### config.mk
export PLATFORM = sky130hd
export DESIGN_NAME = frame_capture
export DESIGN_NICKNAME = d
export VERILOG_FILES = /design/src/rtl/frame_capture.sv
export SDC_FILE = /design/constraint.sdc
export NUM_CORES = 1
export LEC_CHECK = 0
export CAP_MARGIN = 5
export CORE_ASPECT_RATIO = 1.75
export CORE_MARGIN = 2
export CORE_UTILIZATION = 54
export DETAILED_ROUTE_END_ITERATION = 16
export GPL_TIMING_DRIVEN = 1
export PLACE_DENSITY = 0.85
export SKIP_LAST_GASP = 1
export SLEW_MARGIN = 20
export SYNTH_ARGS = -nofsm -noshare
export SYNTH_HDL_FRONTEND = slang
export SYNTH_SLANG_ARGS = --single-unit
### constraint.sdc
create_clock -name clock -period 2.6 [get_ports clock]
set_input_delay 0.26 -clock clock [delete_from_list [all_inputs] [get_ports clock]]
set_output_delay 0.26 -clock clock [all_outputs]
set_load 0.005 [all_outputs]
### src/rtl/frame_capture.sv
// frame_capture: write side of the scope frame RAM; circular pre/post-trigger capture with ready/ack hand-off.
// Define FRAME_CAPTURE_AUTO_TRIG_EN to force a trigger after AUTO_TIMEOUT armed samples.
module frame_capture #(
    parameter int ADDR_W       = 9,
    parameter int DATA_W       = 8,
    parameter int FRAME_LEN    = 400,
    parameter int PRETRIG      = 100,
    parameter int AUTO_TIMEOUT = 1000
) (
    input  logic              clock,
    input  logic              rst,
    input  logic              sample_en,
    input  logic [DATA_W-1:0] adc_db,
    input  logic [DATA_W-1:0] trig_level,
    input  logic              trig_slope,
    input  logic              continuous,
    input  logic              arm,
    input  logic              frame_ack,
    output logic              wr_en,
    output logic [ADDR_W-1:0] wr_addr,
    output logic [DATA_W-1:0] wr_data,
    output logic              frame_ready,
    output logic [ADDR_W-1:0] frame_start,
    output logic              busy
);

    localparam int CNT_W = ADDR_W + 1;
    localparam logic [ADDR_W-1:0] LAST_ADDR = ADDR_W'(FRAME_LEN - 1);
    localparam logic [ADDR_W-1:0] PRE_OFS   = ADDR_W'(PRETRIG);
    localparam logic [ADDR_W-1:0] WRAP_OFS  = ADDR_W'(FRAME_LEN - PRETRIG);
    localparam logic [CNT_W-1:0]  PRE_LAST  = CNT_W'(PRETRIG - 1);
    localparam logic [CNT_W-1:0]  POST_LAST = CNT_W'(FRAME_LEN - PRETRIG - 1);

    typedef enum logic [2:0] {IDLE, PRE, ARMED, POST, DONE} state_t;

    // With no pre-trigger history the capture begins directly in ARMED.
    localparam state_t START_ST = (PRETRIG == 0) ? ARMED : PRE;

    state_t            state;
    logic [ADDR_W-1:0] ptr;
    logic [CNT_W-1:0]  cnt;
    logic [DATA_W-1:0] prev;
    logic              trig_hit;
    logic              fire;
    logic              do_write;
    logic [ADDR_W-1:0] ptr_nxt;
    logic [ADDR_W-1:0] trig_start;

    always_comb begin
        trig_hit = 1'b0;
        if (trig_slope) trig_hit = (prev < trig_level) && (adc_db >= trig_level);
        else            trig_hit = (prev > trig_level) && (adc_db <= trig_level);
    end

    assign do_write   = sample_en && (state == PRE || state == ARMED || state == POST);
    assign ptr_nxt    = (ptr == LAST_ADDR) ? '0 : ptr + 1'b1;
    assign trig_start = (ptr >= PRE_OFS) ? ptr - PRE_OFS : ptr + WRAP_OFS;

`ifdef FRAME_CAPTURE_AUTO_TRIG_EN
    localparam int AUTO_W = $clog2(AUTO_TIMEOUT + 1);
    localparam logic [AUTO_W-1:0] AUTO_LAST = AUTO_W'(AUTO_TIMEOUT - 1);

    logic [AUTO_W-1:0] auto_cnt;

    assign fire = trig_hit || (auto_cnt == AUTO_LAST);

    // Held at zero outside ARMED, so it is clear on every entry to ARMED.
    always_ff @(posedge clock or posedge rst) begin
        if (rst)                          auto_cnt <= '0;
        else if (state != ARMED)          auto_cnt <= '0;
        else if (sample_en && !fire)      auto_cnt <= auto_cnt + 1'b1;
    end
`else
    assign fire = trig_hit;
`endif

    always_ff @(posedge clock or posedge rst) begin
        if (rst) begin
            state       <= IDLE;
            wr_en       <= 1'b0;
            wr_addr     <= '0;
            wr_data     <= '0;
            frame_ready <= 1'b0;
            frame_start <= '0;
            busy        <= 1'b0;
            ptr         <= '0;
            cnt         <= '0;
            prev        <= '0;
        end else begin
            wr_en <= 1'b0;
            if (do_write) begin
                wr_en   <= 1'b1;
                wr_addr <= ptr;
                wr_data <= adc_db;
                prev    <= adc_db;
                ptr     <= ptr_nxt;
            end
            case (state)
                IDLE: if (arm || (continuous && !frame_ready)) begin
                    state <= START_ST;
                    ptr   <= '0;
                    cnt   <= '0;
                    busy  <= 1'b1;
                end
                PRE: if (sample_en) begin
                    if (cnt == PRE_LAST) state <= ARMED;
                    else                 cnt   <= cnt + 1'b1;
                end
                ARMED: if (sample_en && fire) begin
                    frame_start <= trig_start;
                    cnt         <= CNT_W'(1);
                    if (POST_LAST == '0) begin
                        state <= DONE;
                        busy  <= 1'b0;
                    end else begin
                        state <= POST;
                    end
                end
                POST: if (sample_en) begin
                    if (cnt == POST_LAST) begin
                        state <= DONE;
                        busy  <= 1'b0;
                    end else begin
                        cnt <= cnt + 1'b1;
                    end
                end
                DONE: if (frame_ready && frame_ack) begin
                    frame_ready <= 1'b0;
                    if (continuous) begin
                        state <= START_ST;
                        ptr   <= '0;
                        cnt   <= '0;
                        busy  <= 1'b1;
                    end else begin
                        state <= IDLE;
                    end
                end else begin
                    frame_ready <= 1'b1;
                end
                default: state <= IDLE;
            endcase
        end
    end

endmodule

* Word-level counts from Yosys, hierarchy flattened
Index checks and enable logic that the tools add are counted.
** Cells by class
- $add $sub $neg :: 4
- Magnitude comparators :: 5
- Equality and inequality tests :: 17
- Mux-type cells :: 34
- Reduce and logical (&&, ||, !) cells :: 17
** Operators by type and width (count)
- $mux 10 :: 8
- $mux 9 :: 6
- $pmux 10 s5 :: 1
- $mux 3 :: 7
- $pmux 9 s2 :: 1
- $pmux 3 s5 :: 1
- $ne 2x2->1 const B :: 7
- $add 10x1->10 const B :: 1
- $eq 10x7->1 const B :: 1
- $eq 10x9->1 const B :: 1
- $add 9x1->9 const B :: 1
- $add 9x9->9 const B :: 1
- $eq 9x9->1 const B :: 1
- $ge 9x7->1 const B :: 1
- $mux 1 :: 9
- $reduce_and 9->1 :: 1
- $sub 9x7->9 const B :: 1
- $ge 8x8->1 :: 1
- $gt 8x8->1 :: 1
- $le 8x8->1 :: 1
- $lt 8x8->1 :: 1
- $reduce_and 7->1 :: 1
- $eq 3x2->1 const B :: 2
- $logic_and 1x1->1 :: 6
- 11 further kinds :: 15
** Storage, ports and cells
- Register bits :: 51
- Input port bits :: 23
- Logic and storage cells :: 86

* Logic depth before layout (Yosys ltp)
Gate-level depths: netlist of the first run.
- Depth after elaboration :: 8
- Gate-level depth with buffers :: 9
- Gate-level depth less buffers :: 8

* Worst setup path before layout of the first run
No wires, ideal clock.
- Path kind :: input to register
- Start point :: input trig_level[1]
- End point :: register frame_start[0]
- Arrival :: 2.112 ns
- Data required time :: 2.475 ns
- Path slack :: 0.362 ns
- Cell stages on the path :: 9
- Path through :: inv_1 > ha_1 > nor2b_2 > o211ai_2 > a311o_1 > a2111o_1 > o22a_1 > buf_6 > mux2_4
** On the way
- Word-level cells in the longest chain between the ends :: 5
- Elaborated cells between the ends (all ways) :: 9
- Those cells by class :: 4 x order compare; 1 x mux; 4 x reduce/logical
** Ends and longest elaborated chain
- from (decl) :: line 14 : input logic [DATA_W-1:0] trig_level,
- $gt 8x8->1 (tied with other cells) :: line 52 : else trig_hit = (prev > trig_level) && (adc_db <= trig_level);
- $logic_and 1x1->1 (on tied branches) :: line 52, 51
- $mux 1 * :: line 51 : if (trig_slope) trig_hit = (prev < trig_level) && (adc_db >= trig_level);
- $logic_and 1x1->1 * :: line 109 : ARMED: if (sample_en && fire) begin
- $reduce_and 2->1 (no line) *
- to (signal assigned) :: line 110 : frame_start <= trig_start;
- to (decl) :: line 23 : output logic [ADDR_W-1:0] frame_start,
Mark *: on every way between the ends. The rest lies on a longest branch, timed or not.
A chain may end at the register's enable or synchronous reset.

* Final worst setup path of the first run
- Start point :: input trig_level[7]
- End point :: register frame_start[0]
Same word-level chain as after synthesis.

==> summary.txt, run 1 <==
Die Span Y = 105 um
Final period util = 96.1%
H-tree depth = 2
vias in the first global route = 2634
syn nets = 367
fraction of layout cells with a size suffix above 1 = 15.0%
# rows = 36
WL/cell = 15.6 um
M1 GR Usage = 28.1%
post-route setup slack = 102 ps
total wire length = 7230 um
met3 usage = 2.97%
DP HPWL = 5560 um
pwr/cell area = 677 nW/um^2
minimum clock period = 2500 ps
Post-synth EDFFs = 0
reg2reg start = cnt[0]
crit path cell chain = clkdlybuf4s50_1 -> inv_1 -> ha_1 -> a21oi_1 -> o21ai_1 -> o21a_1 -> or4_1 -> o22a_1 -> buf_12 -> mux2_4
sequential area share after synthesis = 40.8%
Ports = 52
Final Skew = 10.6 ps
reg-to-reg critical path endpoint = cnt[7]
clk sinks = 51
IO buf count = 51
Initial Utilization = 56.0%
clock buffer depth = 2
CP arrival = 2690 ps
Seq. cell area = 1280 um^2
# DRC = 0
Hold WC Path Type = input port to async pin
fillers = 442
Die Wd = 61.5 um
CP Max Fanout = 10
global-route met2 utilization = 42.4%
CTS clk-pin slew, worst paths = 100 ps
CTS root buffer = clkbuf_8
final core utilization = 70.5%
area of the multi-input gates = 1700 um^2
Max Slew Vio Count = 0
Yosys warnings = 0
routed vias/inst = 5.72
pin count of the biggest net entering global routing = 30
CTS tree = yes
Non-Filler Instances = 462
r2r setup slk = 290 ps
Worst slew margin = 48.1%
Die Footprint = 6440 um^2
GRT Total Usage = 23.9%
grt ovf = 0
synthesized instance count = 322
first-iteration detailed-routing DRC count = 109
clk_lat worst skew = 310 ps
peak supply drop = 0.530 mV
clock buffer count from CTS = 5
RSZ-0062 raised after global routing = false
Tightest Pin Transition = 777 ps
status = complete, no violations
max incr delay on CP = 500 ps
crit path kind = input port to flop
Reg2Reg Depth = 7
crit path max-delay cell type = or4_1
GPL Wtd Cong = 0.874
Main synth FF type = dfrtp_1
Avg Synthesized Cell Area = 9.71 um^2
Cell variety after synth = 52
first-pass GRT wire length = 11800 um
Synth Cell Area = 3130 um^2
Area growth syn-to-layout = 25.9%
LEAKAGE = 0.00179 uW
fmax = 400 MHz
Setup Fix Bufs, Post-CTS = 0
Vias = 2641
Worst Path Required = 2790 ps
Async SR Flop Fraction = 100%
Final nets = 430
synthesized flop and latch total = 51
placed cells = 454
max cap viols = 0
Hold Fails Final Rpt = 0
Worst Setup End Kind = flop
ANT cells = 0
Detail Route Antenna Nets = 0
initial antenna violation count = 0
dpl ws = -255 ps
Design Power = 2670 uW
DR pass1 iterations = 4
busiest grt layer = met2
count of final setup violators = 0
Critical Path Start Type = input port
Core Region = 5590 um^2
sum of negative setup slack = 0 ps
==> cell usage in the layout, fill, tap and decap left out, types with 3 or more instances in the layout <==
cell type / netlist / layout
nand2b_1: 4 / 4
nand3_1: 9 / 9
nor2b_1: 4 / 4
o211ai_1: 10 / 10
and2_1: 7 / 7
inv_1: 27 / 26
nor3_1: 7 / 7
nand2_1: 25 / 25
xnor2_1: 8 / 8
a21oi_1: 14 / 14
clkdlybuf4s50_1: 0 / 51
or3_1: 3 / 3
clkbuf_8: 0 / 6
dfrtp_1: 51 / 51
mux2_2: 16 / 16
mux2i_1: 3 / 3
nand4_1: 9 / 9
xor2_1: 5 / 5
mux2_4: 8 / 8
nor2_1: 23 / 23
o21ai_0: 20 / 19
buf_4: 0 / 15
ha_1: 22 / 22
==> routing by layer <==
metal	vias up	share of wire, %
met3	16	2.5
met5	-	0
met1	1289	38
met4	0	2.2
met2	64	57
li1	1272	-
==> final cells by class <==
type                    instances  share of cell area [%]
clock buffers                   6                    2.10
multi-input cells             232                    43.2
flip-flops and latches         51                    32.4
repair buffers                 68                    16.8
inverters                      27                    2.57
well taps                      76                    2.41
clock inverters                 2                   0.413
==> power breakdown <==
group | internal [uW] | total (uW) | switching [uW]
logic | 510 | 977 | 467
registers | 964 | 1200 | 233
clock network | 218 | 491 | 274
total | 1690 | 2670 | 974
==> logic make-up (layout without fill, tap and decap cells) <==
kind of cell / after synthesis / after routing / share of synthesized area [%]
flip-flops: 51 / 51 / 40.8
AO/OA/AOI/OAI: 65 / 65 / 13.8
adder cells (fa/ha/maj): 22 / 22 / 8.80
XOR/XNOR: 13 / 13 / 3.64
buffers and inverters: 39 / 103 / 4.96
AND/OR/NAND/NOR: 105 / 105 / 17.4
multiplexers: 27 / 27 / 10.6
==> what timing repair did <==
action                     CTS  global route
hold buffers                 0             0
setup endpoints to repair    0             8
resized for setup            0             1
==> metrics by stage <==
step           instance area, um^2  hold slack [ps]
2_1_floorplan                 3130              377
3_3_place_gp                  3840              462
3_5_place_dp                  3840              474
4_1_cts                       3940              317
5_1_grt                       3940              351
6_report                      3940              302
==> worst max-delay path by stage <==
stage                     endpoint  slack [ps]  cells after the start     startpoint
floorplan           frame_start[0]         360                      9  trig_level[1]
global placement    frame_start[7]        -160                     10  trig_level[1]
detailed placement  frame_start[5]        -250                     10  trig_level[5]
CTS                 frame_start[0]          70                     10  trig_level[7]
global route        frame_start[0]           3                     10  trig_level[1]
finish              frame_start[0]         100                     10  trig_level[7]
==> worst max-delay path, delay by kind of cell <==
| family | cells | cell delay (ps) |
|---|---|---|
| AND/OR/NAND/NOR | 1 | 500 |
| AO/OA/AOI/OAI | 4 | 650 |
| multiplexers | 1 | 300 |
| adder cells (fa/ha/maj) | 1 | 320 |
| buffers and inverters | 3 | 660 |
==> synthesized netlist by cell type, types with 3 or more instances <==
master	instances	area share (%)
clkbuf_1	10	1.2
nor2b_1	4	0.80
mux2i_1	3	0.96
mux2_2	16	5.8
nor3_1	7	1.1
xor2_1	5	1.4
dfrtp_1	51	41
and2_1	7	1.4
nand4_1	9	1.8
a21oi_1	14	2.2
o211ai_1	10	2.4
nand2b_1	4	0.80
or3_1	3	0.60
o21ai_0	20	3.2
inv_1	27	3.2
xnor2_1	8	2.2
nand3_1	9	1.4
mux2_4	8	3.8
nand2_1	25	3.0
ha_1	22	8.8
nor2_1	23	2.8
==> sequential cells by signal, summed over array words and instances (netlist names) <==
register and cells:
busy 1, cnt 10, frame_ready 1, frame_start 9
prev 8, ptr 9, state 3, wr_addr 9
wr_en 1
(Power assumes the default switching activity.)
==> inputs of run 2 (changes only) <==
--- a/config.mk
+++ b/config.mk
@@ -6,5 +6,4 @@
 export NUM_CORES = 1
 export LEC_CHECK = 0
-export CAP_MARGIN = 5
 export CORE_ASPECT_RATIO = 1.75
 export CORE_MARGIN = 2
==> constraint.sdc (replaced) <==
create_clock -name clock -period 2.6 [get_ports clock]
set_input_delay 0.26 -clock clock [delete_from_list [all_inputs] [get_ports clock]]
set_output_delay 0.26 -clock clock [all_outputs]
set_load 0.02 [all_outputs]
==> results of run 2 <==
Same layout as run 1 (identical final DEF). Status: complete, no violations.
Among the figures that moved: total power 2670 uW -> 2740 uW; worst IR drop on VDD 0.530 mV -> 0.532 mV
==> inputs of run 3 (changes only) <==
Settings changed: CORE_UTILIZATION 54 to 58, PLACE_DENSITY 0.85 to 0.9.
Clock period 2.6 ns to 3.1 ns, I/O delays scaled along.
==> run 3 against run 2 <==
Net effect: first-iteration DRC count is 55% higher; routed wire length is 1.9% higher; die area decreased by 6.5%; total power shrank 15%; global-route usage increased by 2.4 points; sequential share of layout area is 1.2 points higher; flip-flop and latch count is the same; register-to-register slack better by 340 ps; count of clock-buffer cells in the layout stayed put; design area fell by 3.7%; critical endpoint is now frame_start[6]; largest power group unchanged.
==> summary.txt, run 3 (same netlist as run 1, synthesis figures left out) <==
status = complete, no violations
RSZ-0062 raised after global routing = false
Detail Route Antenna Nets = 0
clk sinks = 51
Hold Fails Final Rpt = 0
fraction of layout cells with a size suffix above 1 = 11.6%
GPL Wtd Cong = 0.893
final core utilization = 72.2%
reg2reg start = prev[1]
vias in the first global route = 2653
Final period util = 89.3%
Die Footprint = 6020 um^2
Setup Fix Bufs, Post-CTS = 0
combinational share of power = 37.0%
clock buffer depth = 2
DP HPWL = 5600 um
GRT Total Usage = 26.4%
CTS root buffer = clkbuf_8
IO buf count = 51
CTS clk-pin slew, worst paths = 100 ps
Worst Path Required = 3290 ps
ANT cells = 0
initial antenna violation count = 0
Non-Filler Instances = 427
clk_lat worst skew = 310 ps
H-tree depth = 2
CP Max Fanout = 10
minimum clock period = 2770 ps
P_int = 1460 uW
CTS resizes = 0
Sequential Power Share = 43.6%
grt ovf = 0
crit path max-delay cell type = or4_1
crit path kind = input port to flop
Worst Path Buf+Inv = 2
# rows = 35
Max Slew Vio Count = 0
r2r setup slk = 630 ps
Worst slew margin = 40.8%
peak supply drop = 0.425 mV
placed cells = 420
Final Skew = 12.1 ps
Reg2Reg Depth = 7
switching share of power = 37.3%
DR pass1 iterations = 4
# hold bufs at CTS = 0
Hold WC Path Type = input port to async pin
max reg flops = 10
first-pass GRT wire length = 12200 um
commonest non-fill, non-tap cells in the layout = dfrtp_1 (51), clkdlybuf4s50_1 (51), inv_1 (26), nand2_1 (25), nor2_1 (23)
WL/cell = 17.3 um
Final nets = 417
Ports = 52
total wire length = 7370 um
Top reg by flops = cnt
Tightest Pin Transition = 888 ps
Critical Path Start Type = input port
Initial Utilization = 59.5%
sum of negative setup slack = 0 ps
pin count of the biggest net entering global routing = 52
clock buffer count from CTS = 5
Worst Setup End Kind = flop
CTS tree = yes
hold_ws = 465 ps
max cap viols = 0
first-iteration detailed-routing DRC count = 169
routed vias/inst = 6.13
Die Span Y = 101 um
Switch Pwr = 868 uW
reg-to-reg critical path endpoint = frame_start[6]
Die Wd = 59.5 um
CP arrival = 2950 ps
pwr/cell area = 613 nW/um^2
fmax = 361 MHz
Area growth syn-to-layout = 21.3%
count of final setup violators = 0
clock power share = 19.3%
Vias = 2618
Design Power = 2330 uW
LEAKAGE = 0.00172 uW
top cell family by delay on the critical path = compound AO/OA/AOI/OAI gates
max incr delay on CP = 530 ps
# DRC = 0
Critical Path Source = trig_level[7]
crit path cell chain = clkdlybuf4s50_1 -> inv_1 -> ha_1 -> a21oi_1 -> o21ai_0 -> o21a_1 -> or4_1 -> o22a_1 -> mux2_4
Core Region = 5260 um^2
## run 3: changes by cell type in the layout (fill, tap and decap cells not counted), sizes merged
cell / before / now
buf: 17 / 4
bufinv: 0 / 1
clkinvlp: 1 / 0
inv: 27 / 26
## run 3: power by group through the flow
stage / logic (uW) / registers (uW) / clock network (uW)
after global placement: 822 / 1010 / 0
final: 861 / 1020 / 449
after detailed placement: 857 / 1020 / 0
after CTS: 863 / 1010 / 461
after global routing: 960 / 1040 / 478
after floorplan: 564 / 1000 / 0
## run 3: routing by layer
metal / track usage (%) / part of all wire, % / vias to the layer above
met3: 2.43 / 2.6 / 15
met1: 29.2 / 36 / 1281
met2: 49.9 / 59 / 77
li1: - / - / 1245
met5: 0 / 0 / -
met4: 10.1 / 2.3 / 0
## run 3: area by class of cell
cell class              count  area (um^2)
clock buffers               6         72.6
clock inverters             1         30.0
fillers                   396         1460
inverters                  27          103
multi-input cells         232         1700
flip-flops and latches     51         1280
well taps                  55         68.8
repair buffers             55          541
## run 3: metrics by stage
step,setup WS (ps),area [um^2]
after CTS,366,3790
after detailed placement,46.9,3690
final,330,3790
after global placement,157,3690
after floorplan,812,3130
after global routing,254,3790
## run 3: how the worst max path moves through the flow
stage	end	slack, ps	cells after the start
floorplan	frame_start[0]	810	9
global placement	frame_start[6]	160	9
detailed placement	frame_start[6]	50	9
CTS	frame_start[6]	370	9
global route	frame_start[5]	250	9
finish	frame_start[6]	330	9
